`config.mk`:
```
export PLATFORM = sky130hd
export DESIGN_NAME = stopwatch_bcd_core
export DESIGN_NICKNAME = d
export VERILOG_FILES = /design/src/rtl/stopwatch_pkg.sv /design/src/rtl/sync_edge_det.sv /design/src/rtl/stopwatch_bcd_core.sv
export SDC_FILE = /design/constraint.sdc
export NUM_CORES = 1
export LEC_CHECK = 0
export BUFFER_PORTS_ARGS = -buffer_cell sky130_fd_sc_hd__buf_2
export CORE_MARGIN = 2
export CORE_UTILIZATION = 50
export DETAILED_ROUTE_END_ITERATION = 16
export GPL_TIMING_DRIVEN = 1
export PLACE_DENSITY = 0.72
export SLEW_MARGIN = 20
export SYNTH_ARGS = -nofsm -noshare
export SYNTH_HDL_FRONTEND = slang
export SYNTH_HIERARCHICAL = 1
export SYNTH_SLANG_ARGS = --single-unit
```
`constraint.sdc`:
```
create_clock -name clk -period 4.5 [get_ports clk]
set_input_delay 0.225 -clock clk [delete_from_list [all_inputs] [get_ports clk]]
set_output_delay 0.225 -clock clk [all_outputs]
set_load 0.05 [all_outputs]
```
`src/rtl/stopwatch_pkg.sv`:
```
// Shared types and constants for the stopwatch core: run-state enum, BCD
// digit width/limits, and a single-digit BCD increment helper.
package stopwatch_pkg;

  typedef enum logic [1:0] {
    ST_IDLE  = 2'd0,
    ST_RUN   = 2'd1,
    ST_PAUSE = 2'd2
  } state_e;

  localparam int                BCD_W            = 4;
  localparam int                NUM_DIGITS       = 4;
  localparam logic [BCD_W-1:0]  DIGIT_MAX        = 4'd9;
  localparam int                TENS_MAX_DEFAULT = 5;

  // Returns {carry, next_digit}; any code at or above d_max rolls to 0 so an
  // out-of-range value can never persist.
  function automatic logic [BCD_W:0] bcd_inc(input logic [BCD_W-1:0] d,
                                             input logic [BCD_W-1:0] d_max);
    logic [BCD_W:0] res;
    if (d >= d_max) res = {1'b1, {BCD_W{1'b0}}};
    else            res = {1'b0, d + 4'd1};
    return res;
  endfunction

endpackage

```
`src/rtl/sync_edge_det.sv`:
```
// Multi-flop synchronizer followed by a rising-edge detector producing a
// one-clock pulse; stays quiet until the input has been seen low after reset.
module sync_edge_det #(
  parameter int STAGES = 2
) (
  input  logic clk,
  input  logic reset,
  input  logic i_async,
  output logic o_pulse
);

  logic [STAGES-1:0] r_sync;
  logic [STAGES-1:0] r_valid;
  logic              r_prev;
  logic              r_armed;
  logic              w_level;

  assign w_level = r_sync[STAGES-1];

  // r_valid tracks pipeline fill so an input already high at reset release is
  // never mistaken for a rising edge.
  always_ff @(posedge clk) begin
    if (!reset) begin
      r_sync  <= '0;
      r_valid <= '0;
      r_prev  <= 1'b0;
      r_armed <= 1'b0;
    end else begin
      r_sync  <= {r_sync[STAGES-2:0], i_async};
      r_valid <= {r_valid[STAGES-2:0], 1'b1};
      r_prev  <= w_level;
      r_armed <= r_armed | (r_valid[STAGES-1] & ~w_level);
    end
  end

  assign o_pulse = r_armed & w_level & ~r_prev;

endmodule

```
`src/rtl/stopwatch_bcd_core.sv`:
```
// BCD stopwatch core: synchronized 0.01 s tick and start/stop button, IDLE/RUN/PAUSE
// control, 4-digit BCD count. Optional lap freeze under STOPWATCH_LAP_HOLD_EN.
module stopwatch_bcd_core
  import stopwatch_pkg::*;
#(
  parameter int SYNC_STAGES  = 2,
  parameter int MAX_TENS_SEC = TENS_MAX_DEFAULT
) (
  input  logic             clk,
  input  logic             reset,
  input  logic             slow_clk,
  input  logic             start_stop,
  input  logic             clear,
`ifdef STOPWATCH_LAP_HOLD_EN
  input  logic             lap,
`endif
  output logic [BCD_W-1:0] digit3,
  output logic [BCD_W-1:0] digit2,
  output logic [BCD_W-1:0] digit1,
  output logic [BCD_W-1:0] digit0,
  output logic             running,
  output logic             wrap
);

  localparam logic [BCD_W-1:0] TENS_MAX = BCD_W'(MAX_TENS_SEC);

  state_e                               r_state, w_state_nxt;
  logic [NUM_DIGITS-1:0][BCD_W-1:0]     r_cnt, w_cnt_nxt, w_disp;
  logic                                 r_running, r_wrap, w_wrap_nxt;
  logic                                 w_tick, w_btn;

  sync_edge_det #(.STAGES(SYNC_STAGES)) u_tick (
    .clk(clk), .reset(reset), .i_async(slow_clk), .o_pulse(w_tick)
  );
  sync_edge_det #(.STAGES(SYNC_STAGES)) u_btn (
    .clk(clk), .reset(reset), .i_async(start_stop), .o_pulse(w_btn)
  );

  // Next-state logic; clear overrides and swallows any same-cycle button edge.
  always_comb begin
    w_state_nxt = r_state;
    if (clear) begin
      w_state_nxt = ST_IDLE;
    end else if (w_btn) begin
      case (r_state)
        ST_IDLE:  w_state_nxt = ST_RUN;
        ST_RUN:   w_state_nxt = ST_PAUSE;
        ST_PAUSE: w_state_nxt = ST_RUN;
        default:  w_state_nxt = ST_IDLE;
      endcase
    end else begin
      w_state_nxt = r_state;
    end
  end

  // Ripple-carry BCD increment gated by the pre-transition state.
  always_comb begin
    logic w_carry;
    w_cnt_nxt  = r_cnt;
    w_wrap_nxt = 1'b0;
    w_carry    = 1'b0;
    if (clear) begin
      w_cnt_nxt = '0;
    end else if (w_tick && (r_state == ST_RUN)) begin
      w_carry = 1'b1;
      for (int i = 0; i < NUM_DIGITS; i++) begin
        if (w_carry) begin
          {w_carry, w_cnt_nxt[i]} = bcd_inc(r_cnt[i], (i == NUM_DIGITS-1) ? TENS_MAX : DIGIT_MAX);
        end else begin
          w_cnt_nxt[i] = r_cnt[i];
        end
      end
      w_wrap_nxt = w_carry;
    end else begin
      w_cnt_nxt = r_cnt;
    end
  end

  // State, count and status registers.
  always_ff @(posedge clk) begin
    if (!reset) begin
      r_state   <= ST_IDLE;
      r_cnt     <= '0;
      r_running <= 1'b0;
      r_wrap    <= 1'b0;
    end else begin
      r_state   <= w_state_nxt;
      r_cnt     <= w_cnt_nxt;
      r_running <= (w_state_nxt == ST_RUN);
      r_wrap    <= w_wrap_nxt;
    end
  end

`ifdef STOPWATCH_LAP_HOLD_EN
  logic                             w_lap, w_frozen_nxt;
  logic                             r_frozen;
  logic [NUM_DIGITS-1:0][BCD_W-1:0] r_disp;

  sync_edge_det #(.STAGES(SYNC_STAGES)) u_lap (
    .clk(clk), .reset(reset), .i_async(lap), .o_pulse(w_lap)
  );

  // Freeze toggles only in RUN and drops whenever RUN is left.
  always_comb begin
    w_frozen_nxt = (w_state_nxt == ST_RUN) &&
                   (r_frozen ^ (w_lap && (r_state == ST_RUN) && !clear));
  end

  // Display register: tracks the live count unless frozen.
  always_ff @(posedge clk) begin
    if (!reset) begin
      r_frozen <= 1'b0;
      r_disp   <= '0;
    end else begin
      r_frozen <= w_frozen_nxt;
      if (!w_frozen_nxt) r_disp <= w_cnt_nxt;
      else               r_disp <= r_disp;
    end
  end

  assign w_disp = r_disp;
`else
  assign w_disp = r_cnt;
`endif

  assign digit3  = w_disp[3];
  assign digit2  = w_disp[2];
  assign digit1  = w_disp[1];
  assign digit0  = w_disp[0];
  assign running = r_running;
  assign wrap    = r_wrap;

endmodule

```
==> results of run 1 <==
## Yosys cell counts, drive strengths merged, types with 2 or more instances
library cell and count:
dfxtp 32, ha 12, inv 10, nand2 9, nor3 9, and2 8
a21oi 7, nor2 6, nand3 5, nand2b 4, nand4 4, o21ai 4
buf 3, nor2b 3, o31ai 3, a41o 2, and3 2, clkbuf 2
o21a 2, o311ai 2, o31a 2
## cell type report
cell class,instances,area (um2),share of cell area
well taps,31,38.8,0.0233
multi-input cells,101,741,0.444
clock buffers,7,65.1,0.0390
inverters,11,41.3,0.0248
repair buffers,22,110,0.0661
flip-flops and latches,32,641,0.384
clock inverters,1,30.0,0.0180
## routing by layer
metal  part of all wire  wire length, um
met1               0.48             1280
met2               0.47             1260
met3              0.037              100
met4             0.0082               22
met5                  0                0
## power breakdown
group	leakage, nW	internal, mW	switching [mW]
Clock	0.0515	0.148	0.0926
Combinational	0.383	0.00484	0.00701
Sequential	0.260	0.288	0.00168
Total	0.695	0.441	0.101
## cell usage in the layout, fill, tap and decap left out, drive strengths merged, types with 2 or more instances in the layout
cell,instances
o21ai,4
clkbuf,7
nand2,9
inv,10
nor2,6
a41o,2
a21oi,7
dfxtp,32
ha,12
and3,2
nand4,4
o31a,2
o21a,2
and2,8
o311ai,2
nand3,5
o31ai,3
nor2b,3
nor3,9
nand2b,4
buf,22
## cell families (layout without fill, tap and decap cells)
kind of cell | Yosys count | count (layout) | share of synthesized area
fa+ha+maj | 12 | 12 | 0.103
xor+xnor | 2 | 2 | 0.0120
compound gates | 30 | 30 | 0.167
mux | 2 | 2 | 0.0146
buf+inv | 16 | 41 | 0.0548
simple gates | 55 | 55 | 0.211
flops | 32 | 32 | 0.438
## sequential cells by signal, summed over array words and instances (netlist names), 2 cells and up
| register | count |
|---|---|
| u_btn/r_valid | 2 |
| u_btn/r_sync | 2 |
| digit2 | 4 |
| r_state | 2 |
| digit1 | 4 |
| u_tick/r_valid | 2 |
| u_tick/r_sync | 2 |
| digit0 | 4 |
| digit3 | 4 |
## path summary, 6_finish.rpt
check                  startpoint              end  slack, ps
hold / removal         start_stop  u_btn/r_sync[0]        110
setup reg to reg        digit0[1]        digit3[1]       2670
setup / recovery        digit0[1]        digit3[1]       2670
hold reg to reg   u_btn/r_sync[0]  u_btn/r_sync[1]        440
==> results.cfg, run 1 <==
[run]
drv_cap = 0

[routing]
vias = 1154
dr.pass1.iters = 4
ant_nets = 0
initialDrtViolationCount = 49
drcViolationCount = 0
drt-total-wl_um = 2670
avgViaCountPerCell = 5.63
post_drt_wl_per_cell_um = 13.0

[final_layout]
drive_gt1_frac = 0.224
fillers = 239
fin_nets = 190
diodes = 0
syn_to_final_growth_pct = 14.0
utilization = 0.604
fin_area_um2 = 1670
fin_cells = 205

[floorplanning]
ioPinCount = 23
die_w_um = 58.1
die_y_um = 58.1
core_um2 = 2760
dieArea_um2 = 3370
initial_core_util = 0.530
core.rowCount = 19

[clock_network]
htreeDepth = 2
clock_path_buffers = 2
cts-resized-gates = 0
clkTransAtPathRegs_ps = 100
cts_root_buf = clkbuf_4
cts_tree = done
cts_setup_buffers = 0
cts-hold-fix-buffers = 0
clock-sinks = 32
clk_latency_ps = 320
cts_made_buffers = 5

[synthesis]
synth_area_leaders = dfxtp_1 44%, ha_1 10%, and2_1 3.4%
synth_edf_count = 0
yosysUniqueCellTypes = 46
ys_seq_elements = 32
synth-main-ff-cell = dfxtp_1
yosysTopAreaCell = dfxtp_1
syn_inst = 149
synth_top_area_frac = 0.438
synthArstFlopShare = 0
synth_fp_nets = 166
yosysSeqAreaShare = 0.438
synth.avg_cell_area_um2 = 9.81
yosys_warnings = 6
syn_area_um2 = 1460

[sta]
max_clock_freq_mhz = 547
setup_ws_ps = 2670
min_period_over_period = 0.406
hold_slack_ps = 106
fin_skew_ps = 7.95
period_needed_ps = 1830
timing.slew.headroom = 0.518
drv_slew = 0
setup-tns-final_ps = 0
hold_viol = 0
grt_setup_unrepaired = false
tightest_slew_ps = 723
setup_violations = 0

[global_route]
met2_usage = 0.287
met1_usage = 0.216
top_usage_layer = met2
grtUsageMet3 = 0.0670
antenna_found_initial = 0
grt_max_degree = 20
track_usage = 0.177
grt_pass1_vias = 1052
grt_overflow = 0
grt_pass1_wl_um = 4560

[power_and_ir_drop]
p_total_uw = 542
peakVddDrop_mv = 0.273
power_density_nw_per_um2 = 325
power_leakage_nw = 0.695

[min_path]
hold_class = input port to flop
holdPathStages = 2

[critical_path]
crit_arrival_ps = 2040
rr_worst_depth = 5
cp.required_ps = 4710
crit_fanout = 8
start_kind = flop
critPathSlowestCell = o311ai_2
slowest_delay_ps = 580
cp_num_buf_inv = 1
path_class = flop to flop
cp_cell_sequence = inv_1 -> ha_1 -> o311ai_2 -> nor3_2 -> a41o_1
end_kind = flop
cp_top_family = compound AO/OA/AOI/OAI gates
cp_num_cells = 5

[place]
dp.cells = 197
pre_cts_ws_ps = 2710
io_buffers = 22
dpl_cell_area_um2 = 1570
dp.final_hpwl_um = 1910
gp_congestion = 0.809

[outcome]
status = finished clean
(Power assumes the default switching activity.)
==> inputs of run 2 (changes only) <==
--- a/config.mk
+++ b/config.mk
@@ -5,6 +5,7 @@
 export SDC_FILE = /design/constraint.sdc
 export NUM_CORES = 1
 export LEC_CHECK = 0
+export ABC_AREA = 1
 export BUFFER_PORTS_ARGS = -buffer_cell sky130_fd_sc_hd__buf_2
 export CORE_MARGIN = 2
 export CORE_UTILIZATION = 50
==> constraint.sdc (replaced) <==
create_clock -name clk -period 1.8 [get_ports clk]
set_input_delay 0.09 -clock clk [delete_from_list [all_inputs] [get_ports clk]]
set_output_delay 0.09 -clock clk [all_outputs]
set_load 0.05 [all_outputs]
==> run 2 against run 1 <==
Power rose by 140%. Clock skew about the same. First-iteration DRC count is 6.1% higher. Via count grew 2.3%. Critical path depth is 4 higher. Critical endpoint is now digit3[2].
==> results.cfg, run 2 <==
[sta]
max_clock_freq_mhz = 652
timing.slew.headroom = 0.724
hold_slack_ps = 41.4
fin_skew_ps = 8.09
setup_violations = 0
hold_viol = 0
grt_setup_unrepaired = false
drv_slew = 0
period_needed_ps = 1530
min_period_over_period = 0.851
tightest_slew_ps = 411
setup-tns-final_ps = 0

[synthesis]
synth-main-ff-cell = dfxtp_1
synthArstFlopShare = 0
synth_fp_nets = 202
synth_top_area_frac = 0.428
yosys_warnings = 6
yosysMostFrequentCell = nand2_1
synth_edf_count = 0
yosysUniqueCellTypes = 27
synth.avg_cell_area_um2 = 8.09
ys_top_cells_by_count = 44 x nand2_1, 32 x dfxtp_1, 30 x inv_1
yosysSeqAreaShare = 0.428
yosysTopAreaCell = dfxtp_1
synth_area_leaders = dfxtp_1 43%, nand2_1 11%, ha_1 10%
syn_area_um2 = 1500
syn_inst = 185
ys_seq_elements = 32

[routing]
post_drt_wl_per_cell_um = 10.6
drcViolationCount = 0
initialDrtViolationCount = 52
avgViaCountPerCell = 4.74
dr.pass1.iters = 4
vias = 1180
drt-total-wl_um = 2630
ant_nets = 0

[clock_network]
cts_made_buffers = 5
cts-resized-gates = 0
cts_root_buf = clkbuf_4
htreeDepth = 2
clk_latency_ps = 330
cts_tree = done
clock-sinks = 32
clock_path_buffers = 2
clkTransAtPathRegs_ps = 100

[global_route]
grt_pass1_wl_um = 4570
grt_max_degree = 14
antenna_found_initial = 0
track_usage = 0.179
grt_pass1_vias = 1107
grt_overflow = 0

[critical_path]
crit_fanout = 8
end_kind = flop
crit_arrival_ps = 1770
r2r-end = digit3[2]
reg2reg_slack_ps = 270
cp_top_family = simple AND/OR/NAND/NOR gates
slowest_delay_ps = 330
cp_num_buf_inv = 2
path_class = flop to flop
startpoint = u_tick/r_armed
critPathSlowestCell = dfxtp_1
rr_worst_depth = 9
cp.required_ps = 2040
start_kind = flop
r2r-start = u_tick/r_armed
cp_cell_sequence = inv_1 -> nor3_1 -> nand4_2 -> nor2_8 -> nand3_4 -> nand2_2 -> nand2_1 -> nand2_1 -> inv_1

[place]
gp_congestion = 0.821
io_buffers = 22
dp.final_hpwl_um = 1970
dpl_cell_area_um2 = 1650

[min_path]
min_from = clear
min_to = running
hold_class = input port to flop
holdPathStages = 2

[power_and_ir_drop]
peakVddDrop_mv = 0.658
power_density_nw_per_um2 = 746
power_leakage_nw = 0.908
p_total_mw = 1.31

[outcome]
status = finished clean

[final_layout]
drive_gt1_frac = 0.248
fin_nets = 234
layout_common_cells = 44 x nand2_1, 32 x dfxtp_1, 30 x inv_1, 22 x buf_2
diodes = 0
fillers = 257
mostFrequentLayoutCell = nand2_1
fin_area_um2 = 1760
syn_to_final_growth_pct = 17.3

[floorplanning]
core_um2 = 2810
core.rowCount = 19
die_w_um = 58.7
die_y_um = 58.7
initial_core_util = 0.533
ioPinCount = 23
dieArea_um2 = 3450

[run]
drv_cap = 0
[run 2: cell count changes after synthesis, sizes merged, moves of 3 or more]
| cell | delta |
|---|---|
| o31ai | -3 |
| nor2 | +10 |
| inv | +27 |
| nand2b | -4 |
| nor2b | -3 |
| a21oi | +8 |
| and2 | -8 |
| nor3 | -5 |
| nand2 | +39 |
| buf | -3 |
[run 2: layer usage]
metal / GRT usage / wire [um] / vias up
li1: - / - / 639
met1: 0.222 / 1230 / 521
met2: 0.284 / 1270 / 15
met3: 0.0462 / 79 / 5
met4: 0.0974 / 43 / 0
met5: 0 / 0 / -
[run 2: what timing repair did]
action,CTS,global route
hold buffers,3,0
buffers inserted,0,0
hold endpoints to repair,4,0
[run 2: metrics by stage]
| step | util | setup slack (ps) | std cells |
|---|---|---|---|
| 6_report | 0.626 | 267 | 249 |
| 5_1_grt | 0.626 | 61.7 | 249 |
| 3_5_place_dp | 0.587 | 264 | 238 |
| 2_1_floorplan | - | 68.5 | 185 |
| 4_1_cts | 0.626 | 246 | 249 |
| 3_3_place_gp | 0.587 | 316 | 238 |
[run 2: final cells by class]
class / instances / area [um2] / area share
clock buffer: 5 / 37.5 / 0.0214
clock inverter: 3 / 42.5 / 0.0242
inverter: 37 / 139 / 0.0791
multi-input combinational: 116 / 717 / 0.408
sequential: 32 / 641 / 0.365
tap: 31 / 38.8 / 0.0221
timing repair buffer: 25 / 140 / 0.0798
[run 2: power by group]
group | total, mW | internal, mW | switching, mW
logic | 0.0485 | 0.0183 | 0.0302
registers | 0.726 | 0.721 | 0.00431
clock network | 0.536 | 0.289 | 0.246
total | 1.31 | 1.03 | 0.281
[run 2: how the worst max path moves through the flow]
stage	slack, ps	cells after the start	endpoint
floorplan	70	10	digit3[2]
global placement	320	9	digit3[2]
detailed placement	260	9	digit3[2]
CTS	250	9	digit3[2]
global route	60	8	digit2[3]
finish	270	9	digit3[2]
[run 2: kinds of logic after synthesis]
group	after synthesis	share of synthesized area
AND/OR/NAND/NOR	78	0.263
buffers and inverters	37	0.0928
flip-flops	32	0.428
AO/OA/AOI/OAI	23	0.0978
adder cells (fa/ha/maj)	12	0.100
XOR/XNOR	3	0.0176
